[config.mk]
export PLATFORM = sky130hd
export DESIGN_NAME = lsu_mem_ctrl
export DESIGN_NICKNAME = d
export VERILOG_FILES = /design/src/rtl/lsu_pkg.sv /design/src/rtl/lsu_lane_fmt.sv /design/src/rtl/lsu_mem_ctrl.sv
export SDC_FILE = /design/constraint.sdc
export NUM_CORES = 1
export LEC_CHECK = 0
export BUFFER_PORTS_ARGS = -buffer_cell sky130_fd_sc_hd__buf_2
export CORE_ASPECT_RATIO = 1.2
export CORE_UTILIZATION = 53
export DETAILED_ROUTE_END_ITERATION = 8
export PLACE_DENSITY = 0.95
export SETUP_SLACK_MARGIN = 0.5
export SLEW_MARGIN = 5
export SYNTH_ARGS = -nofsm -noshare
export SYNTH_HDL_FRONTEND = slang
export SYNTH_SLANG_ARGS = --single-unit
[constraint.sdc]
create_clock -name clk -period 5.5 [get_ports clk]
set_input_delay 0.55 -clock clk [delete_from_list [all_inputs] [get_ports clk]]
set_output_delay 0.55 -clock clk [all_outputs]
set_load 0.01 [all_outputs]
[src/rtl/lsu_pkg.sv]
// Shared encodings for the load/store unit: access sizes, FSM states and
// the request legality check.
// No ports; imported by lsu_lane_fmt and lsu_mem_ctrl.
package lsu_pkg;

  localparam int unsigned LSU_D_WIDTH = 32;

  typedef enum logic [1:0] {
    SZ_BYTE = 2'b00,
    SZ_HALF = 2'b01,
    SZ_WORD = 2'b10,
    SZ_ILL  = 2'b11
  } size_e;

  typedef enum logic [1:0] {
    S_IDLE    = 2'd0,
    S_RD      = 2'd1,
    S_RD_WAIT = 2'd2,
    S_WR      = 2'd3
  } state_e;

  // Misaligned half/word or the reserved size encoding.
  function automatic logic req_is_err(input logic [1:0] size, input logic [1:0] lo);
    logic err;
    case (size)
      SZ_BYTE: err = 1'b0;
      SZ_HALF: err = lo[0];
      SZ_WORD: err = (lo != 2'b00);
      default: err = 1'b1;
    endcase
    return err;
  endfunction

endpackage

[src/rtl/lsu_lane_fmt.sv]
// Byte-lane formatter: extracts and zero/sign-extends sub-word load data and
// merges sub-word store data into a word read from memory.
// Latency: purely combinational. Backpressure: none.
// Ports: i_size/i_signed/i_lane describe the access, i_rdata is the memory
//        word, i_wdata the right-aligned store data; o_load is the formatted
//        load result, o_merge the word to write back.
import lsu_pkg::*;

module lsu_lane_fmt (
  input  logic [1:0]  i_size,
  input  logic        i_signed,
  input  logic [1:0]  i_lane,
  input  logic [31:0] i_rdata,
  input  logic [31:0] i_wdata,
  output logic [31:0] o_load,
  output logic [31:0] o_merge
);

  logic [4:0]  w_sh;
  logic [31:0] w_shift;
  logic [31:0] w_mask;

  // Little-endian: lane n occupies bits [8n+7:8n].
  assign w_sh    = {i_lane, 3'b000};
  assign w_shift = i_rdata >> w_sh;

  always_comb begin
    o_load  = w_shift;  // word accesses are aligned, so the shift is zero
    o_merge = i_wdata;
    w_mask  = '0;
    case (i_size)
      SZ_BYTE: begin
        o_load  = {{24{i_signed & w_shift[7]}}, w_shift[7:0]};
        w_mask  = 32'h0000_00FF << w_sh;
        o_merge = (i_rdata & ~w_mask) | ((i_wdata & 32'h0000_00FF) << w_sh);
      end
      SZ_HALF: begin
        o_load  = {{16{i_signed & w_shift[15]}}, w_shift[15:0]};
        w_mask  = 32'h0000_FFFF << w_sh;
        o_merge = (i_rdata & ~w_mask) | ((i_wdata & 32'h0000_FFFF) << w_sh);
      end
      default: begin
        o_load  = w_shift;
        o_merge = i_wdata;
      end
    endcase
  end

endmodule

[src/rtl/lsu_mem_ctrl.sv]
// Load/store unit in front of a 32-bit word memory (byte/half/word, RMW for sub-word stores).
// Latency from accept edge: error 1, word store 2, load 3, sub-word store 4 edges to resp_valid.
// Backpressure: req_ready only in IDLE; responses are single-cycle pulses with no backpressure.
// Ports: clk/rst (sync, active high); req_* CPU request; resp_* response pulse;
//        mem_* word-memory read/write port (read data valid the cycle after mem_re).
import lsu_pkg::*;

module lsu_mem_ctrl #(
  parameter int unsigned A_WIDTH = 8,
  parameter int unsigned D_WIDTH = 32
) (
  input  logic                 clk,
  input  logic                 rst,
  input  logic                 req_valid,
  output logic                 req_ready,
  input  logic                 req_we,
  input  logic [1:0]           req_size,
  input  logic                 req_signed,
  input  logic [A_WIDTH+1:0]   req_addr,
  input  logic [D_WIDTH-1:0]   req_wdata,
  output logic                 resp_valid,
  output logic [D_WIDTH-1:0]   resp_rdata,
  output logic                 resp_err,
  output logic                 mem_we,
  output logic [A_WIDTH-1:0]   mem_w_addr,
  output logic [D_WIDTH-1:0]   mem_w_data,
  output logic                 mem_re,
  output logic [A_WIDTH-1:0]   mem_r_addr,
  input  logic [D_WIDTH-1:0]   mem_r_data
);

  state_e               r_state;
  logic                 r_we;
  logic [1:0]           r_size;
  logic                 r_signed;
  logic [A_WIDTH+1:0]   r_addr;
  logic [D_WIDTH-1:0]   r_wdata;   // store data, replaced by the merged word on RMW
  logic                 r_resp_valid;
  logic [D_WIDTH-1:0]   r_resp_rdata;
  logic                 r_resp_err;

  logic                 w_req_err;
  logic [D_WIDTH-1:0]   w_load;
  logic [D_WIDTH-1:0]   w_merge;

  assign w_req_err = req_is_err(req_size, req_addr[1:0]);

  lsu_lane_fmt u_fmt (
    .i_size   (r_size),
    .i_signed (r_signed),
    .i_lane   (r_addr[1:0]),
    .i_rdata  (mem_r_data),
    .i_wdata  (r_wdata),
    .o_load   (w_load),
    .o_merge  (w_merge)
  );

  always_ff @(posedge clk) begin
    if (rst) begin
      r_state      <= S_IDLE;
      r_resp_valid <= 1'b0;
      r_resp_rdata <= '0;
      r_resp_err   <= 1'b0;
    end else begin
      // Response registers default to idle so resp_valid is a single pulse
      // and resp_rdata reads zero for stores and errors.
      r_resp_valid <= 1'b0;
      r_resp_rdata <= '0;
      r_resp_err   <= 1'b0;
      case (r_state)
        S_IDLE: begin
          if (req_valid) begin
            r_we     <= req_we;
            r_size   <= req_size;
            r_signed <= req_signed;
            r_addr   <= req_addr;
            r_wdata  <= req_wdata;
            if (w_req_err) begin
              r_resp_valid <= 1'b1;
              r_resp_err   <= 1'b1;
            end else if (req_we && (req_size == SZ_WORD)) begin
              r_state <= S_WR;
            end else begin
              // Loads and sub-word stores both need the current word first.
              r_state <= S_RD;
            end
          end
        end
        S_RD: begin
          r_state <= S_RD_WAIT;
        end
        S_RD_WAIT: begin
          if (r_we) begin
            r_wdata <= w_merge;
            r_state <= S_WR;
          end else begin
            r_resp_valid <= 1'b1;
            r_resp_rdata <= w_load;
            r_state      <= S_IDLE;
          end
        end
        S_WR: begin
          r_resp_valid <= 1'b1;
          r_state      <= S_IDLE;
        end
        default: r_state <= S_IDLE;
      endcase
    end
  end

  assign req_ready  = (r_state == S_IDLE);
  assign resp_valid = r_resp_valid;
  assign resp_rdata = r_resp_rdata;
  assign resp_err   = r_resp_err;

  assign mem_re     = (r_state == S_RD);
  assign mem_we     = (r_state == S_WR);
  assign mem_r_addr = r_addr[A_WIDTH+1:2];
  assign mem_w_addr = r_addr[A_WIDTH+1:2];
  assign mem_w_data = r_wdata;

endmodule
==> results.txt <==
Yosys cell types - 43
final setup margin - 3.04 ns
max layer used - met4
Tot GR Track Use - 29.3%
H-tree levels - 3
Post-CTS Setup Bufs - 0
crit path cell chain - buf_4 -> inv_1 -> ha_1 -> nand3b_1 -> o211ai_1 -> a31oi_1
Seq/Total Area, Yosys - 48.9%
first-pass GRT wire length - 18900 µm
Crit Path Class - flop to flop
Worst Hold Launch - req_addr[2]
ANT cells - 0
cts bufs inserted - 9
# setup viols final - 0
crit path from - r_addr[0]$_DFFE_PP_
Slew @ Worst Pin - 1.08 ns
Vias - 4015
DRC Markers - 18
Arrival @ worst endpoint - 2.51 ns
Worst-path clk slew - 0.08 ns
Filler cells - 603
Top-Level Pins - 166
number of flops mapped to enable cells by yosys - 46
Fin. Hold Viols - 0
Fin Clk Skew - 0.00807 ns
Die Wd - 84.2 µm
P_leak - 0.00219 µW
Die Area - 8470 µm²
CTS tree - built
Crit path depth - 6
Post-Synthesis Cells - 406
startpoint types - flop
antenna violations before repair - 0
Tcrit/Tclk final - 44.7%
crit path time final - 2.46 ns
ys async rst share - 0%
slowest stage delay, CP - 0.42 ns
Initial DRC Count - 428
buffers and inverters on the worst path - 2
slowest CP cell - ha_1
Hold Path Class - input port to flop
Post-DRT Antenna Nets - 0
Fmax - 407 MHz
Area after DPL - 5020 µm²
R2R cell count - 6
layout cells sized above 1 - 39.0%
post-route cell area - 5220 µm²
wire per inst - 19.6 µm
final wirelength - 12500 µm
RSZ-0062 raised after global routing - no
DP Worst Slack - 3.12 ns
Final TNS setup - 0 ns
row count - 35
failing checks - DRC
Vias/cell - 6.31
synthesized cell area - 4300 µm²
TritonCTS Sinks - 82
Core Footprint - 7750 µm²
Final GP Congestion - 0.985
main flop type after synthesis - edfxtp_1
slew margin rel. - 27.9%
max-slew violation count - 0
largest net degree at the start of global routing - 66
clock buffer depth - 2
DIE HEIGHT - 101 µm
Mean Syn Cell Area - 10.6 µm²
WP data required - 5.55 ns
crit path capture type - flop
Synth Register Bits - 82
peak supply drop - 0.247 mV
met3 wire length - 1290 µm
grt ovf - 0
clock latency at the later pin of the worst-skew pair - 0.35 ns
vias in the first global route - 3815
power density cells - 262 nW/µm²
initial core utilization - 55.4%
CTS root buf - clkbuf_8
family with the most delay on the worst path - buffers and inverters
layout net count - 624
WL met2 - 5990 µm
Port Buf Inserts - 165
post-synthesis net count - 491
Synth warnings - 0
Min-Delay Path Depth - 1
post-cts resize count - 0
met1 WL - 4640 µm
DP Wirelength - 9080 µm
max-cap violations - 0
# hold bufs at CTS - 0
first-pass detailed-route iteration total - 8
Area Growth Syn to Fin - 21.5%
FF-to-FF Start - r_addr[0]$_DFFE_PP_
status - complete, but fails checks
Max FO, Critical Path - 39
-- per-layer routing --
metal	vias to the layer above	global-route usage (%)
li1	1813	-
met1	1872	34.5
met2	280	48.9
met3	50	7.78
met4	0	15.9
met5	-	0
-- layout make-up --
cell class / instances / area, µm² / share of cell area (%)
Tap cell: 92 / 115 / 2.21
Timing Repair Buffer: 171 / 871 / 16.7
Sequential cell: 82 / 2100 / 40.3
Clock buffer: 13 / 183 / 3.50
Inverter: 5 / 18.8 / 0.360
Clock inverter: 3 / 18.8 / 0.360
Multi-Input combinational cell: 270 / 1910 / 36.6
-- synth_stat cells, types with 10 or more instances --
library cell	n	area, µm²
a211oi_1	10	75.1
a21oi_1	20	100
a31oi_1	26	163
and2_1	10	62.6
buf_4	18	135
clkbuf_1	17	63.8
dfxtp_1	36	721
edfxtp_1	46	1380
mux2i_1	18	180
nor2_1	43	161
nor2b_1	13	81.3
o211ai_1	24	180
o21ai_0	16	80.1
-- sequential cells by signal, indices dropped and copies added, names as in the netlist --
register / flops
r_we: 1
resp_rdata: 32
mem_w_data: 32
r_addr: 10
resp_valid: 1
r_state: 2
r_signed: 1
r_size: 2
resp_err: 1
-- layout by cell type (no fill, tap or decap), types with 2 or more instances in the layout --
cell type / instances
buf_2: 165
edfxtp_1: 46
nor2_1: 43
dfxtp_1: 36
a31oi_1: 26
o211ai_1: 24
a21oi_1: 19
mux2i_1: 18
o21ai_0: 16
nor2b_1: 13
and2_1: 10
a211oi_1: 10
nor4bb_1: 9
clkbuf_8: 9
a22oi_1: 8
nand4_1: 8
o31ai_2: 7
a221oi_1: 7
nor3_1: 7
o32ai_1: 6
mux2_2: 6
buf_4: 6
inv_1: 5
nand3b_1: 4
nand2_1: 4
ha_1: 4
or2_2: 3
o32ai_2: 3
nand2b_1: 2
clkinv_2: 2
clkbuf_16: 2
-- logic make-up after synthesis --
logic type | after synthesis | synth area share [%]
AO/OA/AOI/OAI | 131 | 21.9
adder cells (fa/ha/maj) | 4 | 1.16
buffers and inverters | 54 | 6.72
flip-flops | 82 | 48.9
multiplexers | 25 | 6.29
AND/OR/NAND/NOR | 110 | 15.0
-- where the power goes --
group	total, µW	switching, µW	internal (µW)
combinational	231	139	91.5
clock	437	216	221
sequential	702	20.8	681
total	1370	376	994
-- final timing paths --
kind | to | slack [ns]
setup reg to reg | mem_w_data[16]$_DFFE_PP_ | 3.04
hold / removal | r_addr[2]$_DFFE_PP_ | 0.37
setup / recovery | mem_w_data[16]$_DFFE_PP_ | 3.04
hold reg to reg | r_state[0]$_SDFFE_PP0P_ | 0.60
-- stage by stage --
step | util [%] | cells | power, µW | hold slack (ns)
final | 67.3 | 636 | 1370 | 0.368
after detailed placement | 64.7 | 620 | 942 | 0.579
after global placement | 64.7 | 620 | 935 | 0.548
after global routing | 67.3 | 636 | 1420 | 0.349
after floorplan | - | 406 | 852 | 0.540
after CTS | 67.3 | 636 | 1370 | 0.353
(Power assumes the default switching activity.)
